### src/rtl/inst_fetch_queue_if.sv
// Fetch-to-decode handshake bundle for the instruction fetch queue.
// The master side is the fetch/decode environment; the slave side is the queue.
interface inst_fetch_queue_if #(
    parameter int ADDR_W = 32,
    parameter int INST_W = 32,
    parameter int CNT_W  = 3
);
    logic              rdy;
    logic              flush;
    logic              in_valid;
    logic [ADDR_W-1:0] in_pc;
    logic [INST_W-1:0] in_inst;
    logic              in_ready;
    logic              out_valid;
    logic [ADDR_W-1:0] out_pc;
    logic [INST_W-1:0] out_inst;
    logic              out_ready;
    logic [CNT_W-1:0]  count;

    modport master (
        output rdy, flush, in_valid, in_pc, in_inst, out_ready,
        input  in_ready, out_valid, out_pc, out_inst, count
    );

    modport slave (
        input  rdy, flush, in_valid, in_pc, in_inst, out_ready,
        output in_ready, out_valid, out_pc, out_inst, count
    );
endinterface

### src/rtl/inst_fetch_queue.sv
// Instruction fetch queue: circular buffer of {pc, inst} entries between
// fetch and decode. No bypass path, so an entry pushed into an empty queue
// appears at the output one cycle later. rdy=0 freezes all state; flush
// empties the queue; rst has priority over everything.
module inst_fetch_queue #(
    parameter int ADDR_W = 32,
    parameter int INST_W = 32,
    parameter int DEPTH  = 4,
    parameter int CNT_W  = 3
) (
    input  logic                 clk,
    input  logic                 rst,
    inst_fetch_queue_if.slave    bus
);
    localparam int PTR_W = $clog2(DEPTH);
    localparam logic [CNT_W-1:0] CNT_FULL = CNT_W'(DEPTH);

    logic [ADDR_W-1:0] pc_mem   [DEPTH];
    logic [INST_W-1:0] inst_mem [DEPTH];
    logic [PTR_W-1:0]  head;
    logic [PTR_W-1:0]  tail;
    logic [CNT_W-1:0]  cnt;
    logic              push;
    logic              pop;

    // Handshake qualifiers and head read-out; flush and rst gate both sides
    // so a same-cycle push/pop never happens alongside a flush or reset.
    always_comb begin
        bus.in_ready  = bus.rdy & ~rst & ~bus.flush & (cnt != CNT_FULL);
        bus.out_valid = bus.rdy & ~rst & ~bus.flush & (cnt != '0);
        push          = bus.in_valid & bus.in_ready;
        pop           = bus.out_valid & bus.out_ready;
        bus.out_pc    = pc_mem[head];
        bus.out_inst  = bus.out_valid ? inst_mem[head] : '0;
        bus.count     = cnt;
    end

    // Entry storage; not reset, since stale slots are never presented as valid.
    always_ff @(posedge clk) begin
        if (push) begin
            pc_mem[tail]   <= bus.in_pc;
            inst_mem[tail] <= bus.in_inst;
        end
    end

    // Pointer and occupancy update: rst > freeze > flush > push/pop.
    always_ff @(posedge clk) begin
        if (rst) begin
            head <= '0;
            tail <= '0;
            cnt  <= '0;
        end else if (bus.rdy) begin
            if (bus.flush) begin
                head <= '0;
                tail <= '0;
                cnt  <= '0;
            end else begin
                if (push) tail <= tail + PTR_W'(1);
                if (pop)  head <= head + PTR_W'(1);
                case ({push, pop})
                    2'b10:   cnt <= cnt + CNT_W'(1);
                    2'b01:   cnt <= cnt - CNT_W'(1);
                    default: cnt <= cnt;
                endcase
            end
        end
    end
endmodule

### src/flat_wrapper.sv
// flat-port wrapper written by rule: the top's interface ports become plain ports
module inst_fetch_queue_flat 
#(
    parameter int ADDR_W = 32,
    parameter int INST_W = 32,
    parameter int DEPTH  = 4,
    parameter int CNT_W  = 3
)
  (clk, rst, bus_rdy, bus_flush, bus_in_valid, bus_in_pc, bus_in_inst, bus_out_ready, bus_in_ready, bus_out_valid, bus_out_pc, bus_out_inst, bus_count);
  inst_fetch_queue_if #(.ADDR_W(ADDR_W), .INST_W(INST_W), .CNT_W(CNT_W)) bus_i ();
  input  logic clk;
  input  logic rst;
  input wire logic [$bits(bus_i.rdy)-1:0] bus_rdy;
  input wire logic [$bits(bus_i.flush)-1:0] bus_flush;
  input wire logic [$bits(bus_i.in_valid)-1:0] bus_in_valid;
  input wire logic [$bits(bus_i.in_pc)-1:0] bus_in_pc;
  input wire logic [$bits(bus_i.in_inst)-1:0] bus_in_inst;
  input wire logic [$bits(bus_i.out_ready)-1:0] bus_out_ready;
  output wire logic [$bits(bus_i.in_ready)-1:0] bus_in_ready;
  output wire logic [$bits(bus_i.out_valid)-1:0] bus_out_valid;
  output wire logic [$bits(bus_i.out_pc)-1:0] bus_out_pc;
  output wire logic [$bits(bus_i.out_inst)-1:0] bus_out_inst;
  output wire logic [$bits(bus_i.count)-1:0] bus_count;
  assign bus_i.rdy = bus_rdy;
  assign bus_i.flush = bus_flush;
  assign bus_i.in_valid = bus_in_valid;
  assign bus_i.in_pc = bus_in_pc;
  assign bus_i.in_inst = bus_in_inst;
  assign bus_i.out_ready = bus_out_ready;
  assign bus_in_ready = bus_i.in_ready;
  assign bus_out_valid = bus_i.out_valid;
  assign bus_out_pc = bus_i.out_pc;
  assign bus_out_inst = bus_i.out_inst;
  assign bus_count = bus_i.count;
  inst_fetch_queue #(.ADDR_W(ADDR_W), .INST_W(INST_W), .DEPTH(DEPTH), .CNT_W(CNT_W)) u_core (.clk(clk), .rst(rst), .bus(bus_i));
endmodule
### config.mk
export PLATFORM = sky130hd
export DESIGN_NAME = inst_fetch_queue_flat
export DESIGN_NICKNAME = d
export VERILOG_FILES = /design/src/rtl/inst_fetch_queue_if.sv /design/src/rtl/inst_fetch_queue.sv /design/src/flat_wrapper.sv
export SDC_FILE = /design/constraint.sdc
export NUM_CORES = 1
export LEC_CHECK = 0
export CAP_MARGIN = 20
export CORE_MARGIN = 2
export CORE_UTILIZATION = 25
export DETAILED_ROUTE_END_ITERATION = 8
export DONT_BUFFER_PORTS = 1
export GPL_ROUTABILITY_DRIVEN = 0
export HOLD_SLACK_MARGIN = 0.03
export PLACE_DENSITY = 0.43
export REMOVE_ABC_BUFFERS = 1
export SLEW_MARGIN = 40
export SYNTH_ARGS = -nofsm -noshare
export SYNTH_HDL_FRONTEND = slang
export SYNTH_SLANG_ARGS = --single-unit
### constraint.sdc
create_clock -name clk -period 4.01 [get_ports clk]
set_input_delay 0.802 -clock clk [delete_from_list [all_inputs] [get_ports clk]]
set_output_delay 0.802 -clock clk [all_outputs]
set_load 0.01 [all_outputs]
==> results of run 1 <==
## stage by stage
step | cell area, um2 | TNS, ns | hold WS, ns
floorplan | 9920 | -17.11 | 0.484
global placement | 10700 | 0 | 0.518
detailed placement | 10800 | 0 | 0.514
CTS | 11700 | 0 | 0.285
global route | 11700 | 0 | 0.289
finish | 11700 | 0 | 0.324
## power by group through the flow
stage | Clock (mW) | Sequential, mW | Combinational (mW)
after detailed placement | 0 | 3.12 | 0.0558
after floorplan | 0 | 3.12 | 0.0380
after global placement | 0 | 3.11 | 0.0547
final | 2.54 | 3.06 | 0.0539
after global routing | 2.75 | 3.06 | 0.0587
after CTS | 2.64 | 3.06 | 0.0561
## logic make-up (layout without fill, tap and decap cells)
| logic type | count (synthesis) | after routing |
|---|---|---|
| buffers and inverters | 22 | 70 |
| AND/OR/NAND/NOR | 63 | 63 |
| multiplexers | 66 | 66 |
| AO/OA/AOI/OAI | 18 | 18 |
| adder cells (fa/ha/maj) | 5 | 5 |
| flip-flops | 265 | 265 |
| XOR/XNOR | 1 | 1 |
## routing by layer
| metal | up-vias | global-route usage | wire length (um) |
|---|---|---|---|
| met2 | 141 | 0.172 | 10600 |
| met5 | - | 0 | 0 |
| met1 | 2336 | 0.123 | 8610 |
| li1 | 1872 | - | - |
| met4 | 0 | 0.0336 | 537 |
| met3 | 40 | 0.0367 | 1780 |
## critical path, cell delays in order (launching register included)
cell	delay, ns
dfxtp_4	0.53
buf_4	0.39
mux4_2	0.58
nor2b_1	0.19
## worst paths after layout
check	startpoint	endpoint	slack, ns	cells past startpoint
max	register	bus_out_inst[13]	0.98	3
min	rst	u_core.bus.count[2]	0.32	1
max reg2reg	u_core.bus.count[2]	u_core.bus.count[2]	1.42	8
min reg2reg	u_core.head[1]	register	0.52	2
## area by class of cell
type	instances	area share
clock inverters	13	0.0105
inverters	4	0.00129
flip-flops and latches	265	0.674
repair buffers	14	0.0144
well taps	525	0.0562
clock buffers	39	0.0679
multi-input cells	153	0.175
## flip-flops by register name, summed over array words and instances, names as in the netlist, named ones only
signal and cells:
u_core.pc_mem 128, u_core.bus.count 3, u_core.head 2, u_core.tail 2
u_core.inst_mem 128
## layout by cell type (no fill, tap or decap), types with 2 or more instances in the layout
master	n
clkbuf_8	3
edfxtp_1	256
nand2b_1	3
bufinv_16	2
clkinvlp_4	2
nor2_1	9
buf_4	9
nand2_1	4
mux4_2	64
clkinv_2	7
dfxtp_4	2
o21ai_0	4
nor2b_1	32
a21oi_1	5
inv_1	4
clkbuf_16	29
and2_4	4
nand3_1	2
dfxtp_1	7
o211ai_1	2
ha_1	5
clkbuf_1	7
buf_12	5
nor3_1	3
==> impl_metrics.prom, run 1 <==
# TYPE chip_impl_metric gauge
chip_impl_metric{name="finalCriticalPeriod",unit="ns"} 3.03
chip_impl_metric{name="drt_pre_antenna_iters",unit=""} 6
chip_impl_metric{name="relSlewSlack",unit=""} 0.595
chip_impl_metric{name="synth_xor_xnor_area_share",unit=""} 0.000877
chip_impl_metric{name="final_min_period_over_clock_period",unit=""} 0.755
chip_impl_metric{name="post_synth_num_cell_types",unit=""} 34
chip_impl_metric{name="cellLeakagePower",unit="nW"} 3.44
chip_impl_metric{name="dpl_worst_slack",unit="ns"} 1.02
chip_impl_metric{name="row_count",unit=""} 73
chip_impl_metric{name="required",unit="ns"} 3.21
chip_impl_metric{name="switching_share",unit=""} 0.189
chip_impl_metric{name="antenna_violations_before_repair",unit=""} 0
chip_impl_metric{name="synth_edf_count",unit=""} 256
chip_impl_metric{name="grt_first_pass_wirelength",unit="mm"} 31.5
chip_impl_metric{name="report.final.hold_viol_count",unit=""} 0
chip_impl_info{name="hold_path_class",value="input port to register"} 1
chip_impl_metric{name="fin_worst_skew",unit="ns"} 0.00816
chip_impl_metric{name="synth-compound-area-share",unit=""} 0.0131
chip_impl_metric{name="tritoncts.num_buffers",unit=""} 29
chip_impl_metric{name="minimum_setup_slack_in_the_final_design",unit="ns"} 0.981
chip_impl_metric{name="n_antenna_cell",unit=""} 0
chip_impl_metric{name="power-per-cell-area",unit="nW/um2"} 484
chip_impl_metric{name="synth_sequential_area_ratio",unit=""} 0.787
chip_impl_metric{name="total_area_of_sequential_cells",unit="um2"} 7880
chip_impl_metric{name="avgViaCountPerCell",unit=""} 4.33
chip_impl_metric{name="fmax",unit="GHz"} 0.330
chip_impl_metric{name="port_buffers",unit=""} 0
chip_impl_metric{name="cts-resized-gates",unit=""} 0
chip_impl_metric{name="internal-power",unit="mW"} 4.58
chip_impl_metric{name="grt_max_degree",unit=""} 41
chip_impl_metric{name="post_synth_inst_count",unit=""} 440
chip_impl_metric{name="finalWirelength",unit="mm"} 21.5
chip_impl_metric{name="final_layout_size_suffix_gt1_frac",unit=""} 0.277
chip_impl_info{name="worst-setup-path-type",value="register to output port"} 1
chip_impl_info{name="yosys-top-cells-area",value="edfxtp_1 (77%), mux4_2 (14%), nor2b_1 (2.0%)"} 1
chip_impl_metric{name="htree_num_levels",unit=""} 1
chip_impl_metric{name="vdd.ir_drop.worst",unit="V"} 0.000305
chip_impl_metric{name="clkLatencyLatePin",unit="ns"} 0.54
chip_impl_metric{name="drcViolationCount",unit=""} 0
chip_impl_metric{name="syn_area",unit="um2"} 9990
chip_impl_metric{name="drt_iter0_drc",unit=""} 201
chip_impl_metric{name="asyncSetResetFlopFracSynth",unit=""} 0
chip_impl_metric{name="drt-wirelength-per-cell",unit="um"} 21.2
chip_impl_metric{name="comb_power_share",unit=""} 0.010
chip_impl_info{name="clock_tree_from_tritoncts",value="yes"} 1
chip_impl_metric{name="die_height",unit="um"} 204
chip_impl_metric{name="final_antenna_net_count",unit=""} 0
chip_impl_info{name="outcome",value="completed"} 1
chip_impl_metric{name="muxShareOfSynthArea",unit=""} 0.146
chip_impl_metric{name="final_nets",unit=""} 542
chip_impl_metric{name="postCtsHoldBufs",unit=""} 0
chip_impl_info{name="post-synth-top-count-cell",value="edfxtp_1"} 1
chip_impl_metric{name="ys.warnings.count",unit=""} 0
chip_impl_metric{name="synth_adder_area_share",unit=""} 0.00626
chip_impl_metric{name="placed_cells_incl_taps",unit=""} 961
chip_impl_metric{name="initial_core_util",unit=""} 0.253
chip_impl_metric{name="yosys.area_share.simple",unit=""} 0.0368
chip_impl_info{name="ctsRootBufferMaster",value="clkbuf_16"} 1
chip_impl_info{name="critPathLaunchType",value="register"} 1
chip_impl_metric{name="floorplan.die.width",unit="um"} 204
chip_impl_metric{name="synthToLayoutAreaGrowth",unit="%"} 16.9
chip_impl_info{name="end_kind",value="output port"} 1
chip_impl_metric{name="final_core_utilization",unit=""} 0.295
chip_impl_metric{name="worstMarginPinSlew",unit="ns"} 0.607
chip_impl_metric{name="global_route.overflow_total",unit=""} 0
chip_impl_metric{name="timing.final.max_slew_violations",unit=""} 0
chip_impl_metric{name="sequentialPowerShare",unit=""} 0.541
chip_impl_metric{name="clk_path_buf_depth",unit=""} 3
chip_impl_metric{name="synth_top_area_frac",unit=""} 0.769
chip_impl_metric{name="setup_viol",unit=""} 0
chip_impl_metric{name="grtUsageTotal",unit=""} 0.103
chip_impl_metric{name="multiInputGateArea",unit="um2"} 2050
chip_impl_metric{name="setup_fix_buffers_added_after_clock_tree_synthesis",unit=""} 0
chip_impl_metric{name="clk_pin_slew_worst_paths",unit="ns"} 0.06
chip_impl_metric{name="clock_power_share",unit=""} 0.449
chip_impl_metric{name="power",unit="mW"} 5.65
chip_impl_metric{name="ioPinCount",unit=""} 139
chip_impl_info{name="dominant_combinational_cell_family_by_area_after_synthesis",value="multiplexers"} 1
chip_impl_metric{name="vias",unit=""} 4389
chip_impl_metric{name="synth_area_per_cell",unit="um2"} 22.7
chip_impl_metric{name="n_fill_cell",unit=""} 3838
chip_impl_metric{name="floorplan.die_area",unit="um2"} 41600
chip_impl_metric{name="final_cells",unit=""} 1013
chip_impl_metric{name="grt_pass1_vias",unit=""} 4875
chip_impl_info{name="synth_top_area_cell",value="edfxtp_1"} 1
chip_impl_metric{name="cts.sink_count",unit=""} 265
chip_impl_metric{name="dp_hpwl",unit="mm"} 13.2
chip_impl_metric{name="synth_seq_cells",unit=""} 265
chip_impl_info{name="synth_commonest_cells",value="edfxtp_1 (256), mux4_2 (64), nor2b_1 (32)"} 1
chip_impl_metric{name="area_of_the_core_region",unit="um2"} 39500
chip_impl_metric{name="drv.max_cap_violation_count",unit=""} 0
chip_impl_metric{name="critPathArrivalTime",unit="ns"} 2.23
chip_impl_info{name="rsz0062_at_grt",value="no"} 1
chip_impl_metric{name="worstPathMaxFanout",unit=""} 16
chip_impl_info{name="ys_dominant_reg_cell",value="edfxtp_1"} 1
chip_impl_metric{name="p_sw",unit="mW"} 1.07
Note: power is estimated with default switching activity, not from simulation.
==> run 2, diff against run 1 <==
- ABC_AREA: unset -> 1
- PLACE_DENSITY: 0.43 -> 0.45
- clock period: 4.01 -> 2.6 ns (I/O delays scaled with it)
==> impl_metrics.prom, run 2 <==
# TYPE chip_impl_metric gauge
chip_impl_metric{name="synth_sequential_area_ratio",unit=""} 0.774
chip_impl_metric{name="setup_viol",unit=""} 0
chip_impl_info{name="clock_tree_from_tritoncts",value="yes"} 1
chip_impl_metric{name="sequentialPowerShare",unit=""} 0.531
chip_impl_metric{name="power",unit="mW"} 8.92
chip_impl_metric{name="placed_cells_incl_taps",unit=""} 1276
chip_impl_metric{name="clkLatencyLatePin",unit="ns"} 0.54
chip_impl_info{name="outcome",value="completed"} 1
chip_impl_metric{name="cts.sink_count",unit=""} 265
chip_impl_info{name="post-synth-top-count-cell",value="edfxtp_1"} 1
chip_impl_metric{name="tritoncts.num_buffers",unit=""} 29
chip_impl_metric{name="fin_worst_skew",unit="ns"} 0.00653
chip_impl_metric{name="htree_num_levels",unit=""} 1
chip_impl_metric{name="grt_pass1_vias",unit=""} 6170
chip_impl_info{name="ys_dominant_reg_cell",value="edfxtp_1"} 1
chip_impl_metric{name="ys.warnings.count",unit=""} 0
chip_impl_metric{name="cpPeakStageDelay",unit="ns"} 0.41
chip_impl_info{name="ctsRootBufferMaster",value="clkbuf_16"} 1
chip_impl_metric{name="grtUsageTotal",unit=""} 0.113
chip_impl_metric{name="post_synth_inst_count",unit=""} 765
chip_impl_metric{name="final_nets",unit=""} 895
chip_impl_info{name="synth_commonest_cells",value="edfxtp_1 (256), nor2_1 (199), o21ai_0 (128)"} 1
chip_impl_metric{name="dp_hpwl",unit="mm"} 13.8
chip_impl_metric{name="drt_pre_antenna_iters",unit=""} 6
chip_impl_metric{name="ioPinCount",unit=""} 139
chip_impl_metric{name="clk_pin_slew_worst_paths",unit="ns"} 0.06
chip_impl_metric{name="syn_area",unit="um2"} 10200
chip_impl_metric{name="fmax",unit="GHz"} 0.406
chip_impl_metric{name="final_cells",unit=""} 1363
chip_impl_metric{name="comb_power_share",unit=""} 0.045
chip_impl_metric{name="drv.max_cap_violation_count",unit=""} 0
chip_impl_metric{name="asyncSetResetFlopFracSynth",unit=""} 0
chip_impl_metric{name="drcViolationCount",unit=""} 0
chip_impl_info{name="final_common_cell",value="edfxtp_1"} 1
chip_impl_metric{name="p_sw",unit="mW"} 1.84
chip_impl_metric{name="final_antenna_net_count",unit=""} 0
chip_impl_metric{name="cellLeakagePower",unit="nW"} 4.03
chip_impl_metric{name="final_min_period_over_clock_period",unit=""} 0.946
chip_impl_metric{name="grt_first_pass_wirelength",unit="mm"} 36.4
chip_impl_metric{name="critPathArrivalTime",unit="ns"} 1.94
chip_impl_metric{name="n_antenna_cell",unit=""} 0
chip_impl_metric{name="clk_path_buf_depth",unit=""} 3
chip_impl_metric{name="required",unit="ns"} 2.08
chip_impl_metric{name="finalCriticalPeriod",unit="ns"} 2.46
chip_impl_metric{name="global_route.overflow_total",unit=""} 0
chip_impl_metric{name="drt_iter0_drc",unit=""} 276
chip_impl_info{name="synth_top_area_cell",value="edfxtp_1"} 1
chip_impl_metric{name="synth_area_per_cell",unit="um2"} 13.3
chip_impl_metric{name="final_std_cell_area_no_fill",unit="um2"} 12300
chip_impl_metric{name="area_of_the_core_region",unit="um2"} 39900
chip_impl_metric{name="row_count",unit=""} 73
chip_impl_info{name="rsz0062_at_grt",value="no"} 1
chip_impl_info{name="crit_chain",value="buf_12, nor2_1, nor2_1, o21ai_0, a21oi_1, buf_4"} 1
chip_impl_metric{name="clock_power_share",unit=""} 0.425
chip_impl_info{name="hold_path_class",value="input port to register"} 1
chip_impl_metric{name="grt_max_degree",unit=""} 71
chip_impl_metric{name="timing.final.max_slew_violations",unit=""} 0
chip_impl_metric{name="drt-wirelength-per-cell",unit="um"} 17.4
chip_impl_info{name="yosys-top-cells-area",value="edfxtp_1 (76%), nor2_1 (7.3%), o21ai_0 (6.3%)"} 1
chip_impl_metric{name="port_buffers",unit=""} 0
chip_impl_metric{name="initial_core_util",unit=""} 0.255
chip_impl_metric{name="report.final.hold_viol_count",unit=""} 0
chip_impl_metric{name="switching_share",unit=""} 0.206
chip_impl_metric{name="hold_path_depth",unit=""} 0
chip_impl_metric{name="floorplan.die.width",unit="um"} 206
chip_impl_metric{name="worstRegToRegCells",unit=""} 13
chip_impl_metric{name="power-per-cell-area",unit="nW/um2"} 722
chip_impl_metric{name="final_layout_size_suffix_gt1_frac",unit=""} 0.100
chip_impl_metric{name="vias",unit=""} 5999
chip_impl_metric{name="antenna_violations_before_repair",unit=""} 0
chip_impl_metric{name="internal-power",unit="mW"} 7.08
chip_impl_metric{name="post_synth_num_cell_types",unit=""} 25
chip_impl_info{name="most-common-layout-cells",value="edfxtp_1 (256), nor2_1 (195), o21ai_0 (128), dlygate4sd3_1 (38), a21oi_1 (36)"} 1
chip_impl_info{name="end_kind",value="output port"} 1
chip_impl_metric{name="synth_seq_cells",unit=""} 265
chip_impl_metric{name="avgViaCountPerCell",unit=""} 4.40
chip_impl_metric{name="placement.cell_area",unit="um2"} 11100
chip_impl_metric{name="minimum_setup_slack_in_the_final_design",unit="ns"} 0.139
chip_impl_metric{name="synth_top_area_frac",unit=""} 0.756
chip_impl_metric{name="worstPathMaxFanout",unit=""} 58
chip_impl_metric{name="relSlewSlack",unit=""} 0.684
chip_impl_metric{name="die_height",unit="um"} 206
chip_impl_metric{name="floorplan.die_area",unit="um2"} 42300
chip_impl_info{name="crit_path_top_delay_cell",value="dfxtp_4"} 1
chip_impl_info{name="critPathLaunchType",value="register"} 1
chip_impl_metric{name="worstMarginPinSlew",unit="ns"} 0.474
chip_impl_metric{name="vdd.ir_drop.worst",unit="V"} 0.000450
chip_impl_metric{name="synthToLayoutAreaGrowth",unit="%"} 21.4
chip_impl_metric{name="synth_edf_count",unit=""} 256
chip_impl_info{name="worst-setup-path-type",value="register to output port"} 1
chip_impl_info{name="critPathMostFrequentCell",value="nor2_1"} 1
chip_impl_metric{name="dpl_worst_slack",unit="ns"} 0.366
chip_impl_metric{name="setup_tns",unit="ns"} 0
chip_impl_metric{name="finalWirelength",unit="mm"} 23.7
## run 2: changes by cell type after synthesis, moves of 5 or more
cell / before / now
a21oi_1: 5 / 37
mux4_2: 64 / 0
nand3_1: 2 / 7
o22ai_1: 0 / 32
inv_1: 4 / 16
buf_1: 1 / 8
o21ai_0: 4 / 128
nor2_1: 9 / 199
nor2b_1: 32 / 0
clkbuf_1: 10 / 26
nand2_1: 4 / 15
## run 2: power by group through the flow
stage / logic, mW / clock network [mW] / registers [mW]
final: 0.399 / 3.79 / 4.73
after global placement: 0.339 / 0 / 4.82
after global routing: 0.450 / 4.09 / 4.73
after CTS: 0.408 / 3.94 / 4.73
after floorplan: 0.177 / 0 / 4.85
after detailed placement: 0.336 / 0 / 4.82
## run 2: final timing paths
kind	from	endpoint	slack [ns]
worst min-delay path	bus_in_pc[1]	u_core.pc_mem[0][1]	0.07
worst max-delay path	register	bus_out_inst[10]	0.14
worst min register to register	u_core.head[1]	register	0.50
worst max register to register	u_core.bus.count[0]	u_core.bus.count[2]	0.62
## run 2: cells by family after synthesis
logic type | after synthesis | share of synthesized area
buffers and inverters | 63 | 0.0245
DFF | 265 | 0.774
AOI/OAI and AO/OA | 203 | 0.105
adders and majority gates | 5 | 0.00615
and+or+nand+nor | 229 | 0.0908
## run 2: repair_timing
action	4_1_cts	5_1_grt
hold endpoints to repair	144	0
gates resized for setup	0	7
endpoints found under the setup margin	0	49
hold buffers	38	0
setup buffers	0	0
## run 2: per-layer routing
| metal | track usage | vias up | share of wire |
|---|---|---|---|
| met3 | 0.0291 | 41 | 0.058 |
| met4 | 0.0319 | 0 | 0.026 |
| met2 | 0.189 | 146 | 0.47 |
| met1 | 0.143 | 2924 | 0.44 |
| met5 | 0 | - | 0 |
| li1 | - | 2888 | - |
## run 2: metrics by stage
step / hold WS, ns / util
global route: 0.0347 / 0.309
detailed placement: 0.479 / 0.277
floorplan: 0.446 / -
global placement: 0.478 / 0.277
finish: 0.0738 / 0.309
CTS: 0.0389 / 0.309
## run 2: cell type report
cell class	count	area [um2]
Tap cell	525	657
Multi-Input combinational cell	437	2100
Inverter	19	78.8
Sequential cell	265	7870
Clock inverter	14	116
Fill cell	3959	27600
Timing Repair Buffer	68	779
Clock buffer	35	748
## run 2: worst max-delay path, delay by kind of cell (launching register included)
| kind | cells | cell delay, ns |
|---|---|---|
| AOI/OAI and AO/OA | 2 | 0.35 |
| buffers and inverters | 2 | 0.39 |
| DFF | 1 | 0.41 |
| and+or+nand+nor | 2 | 0.17 |
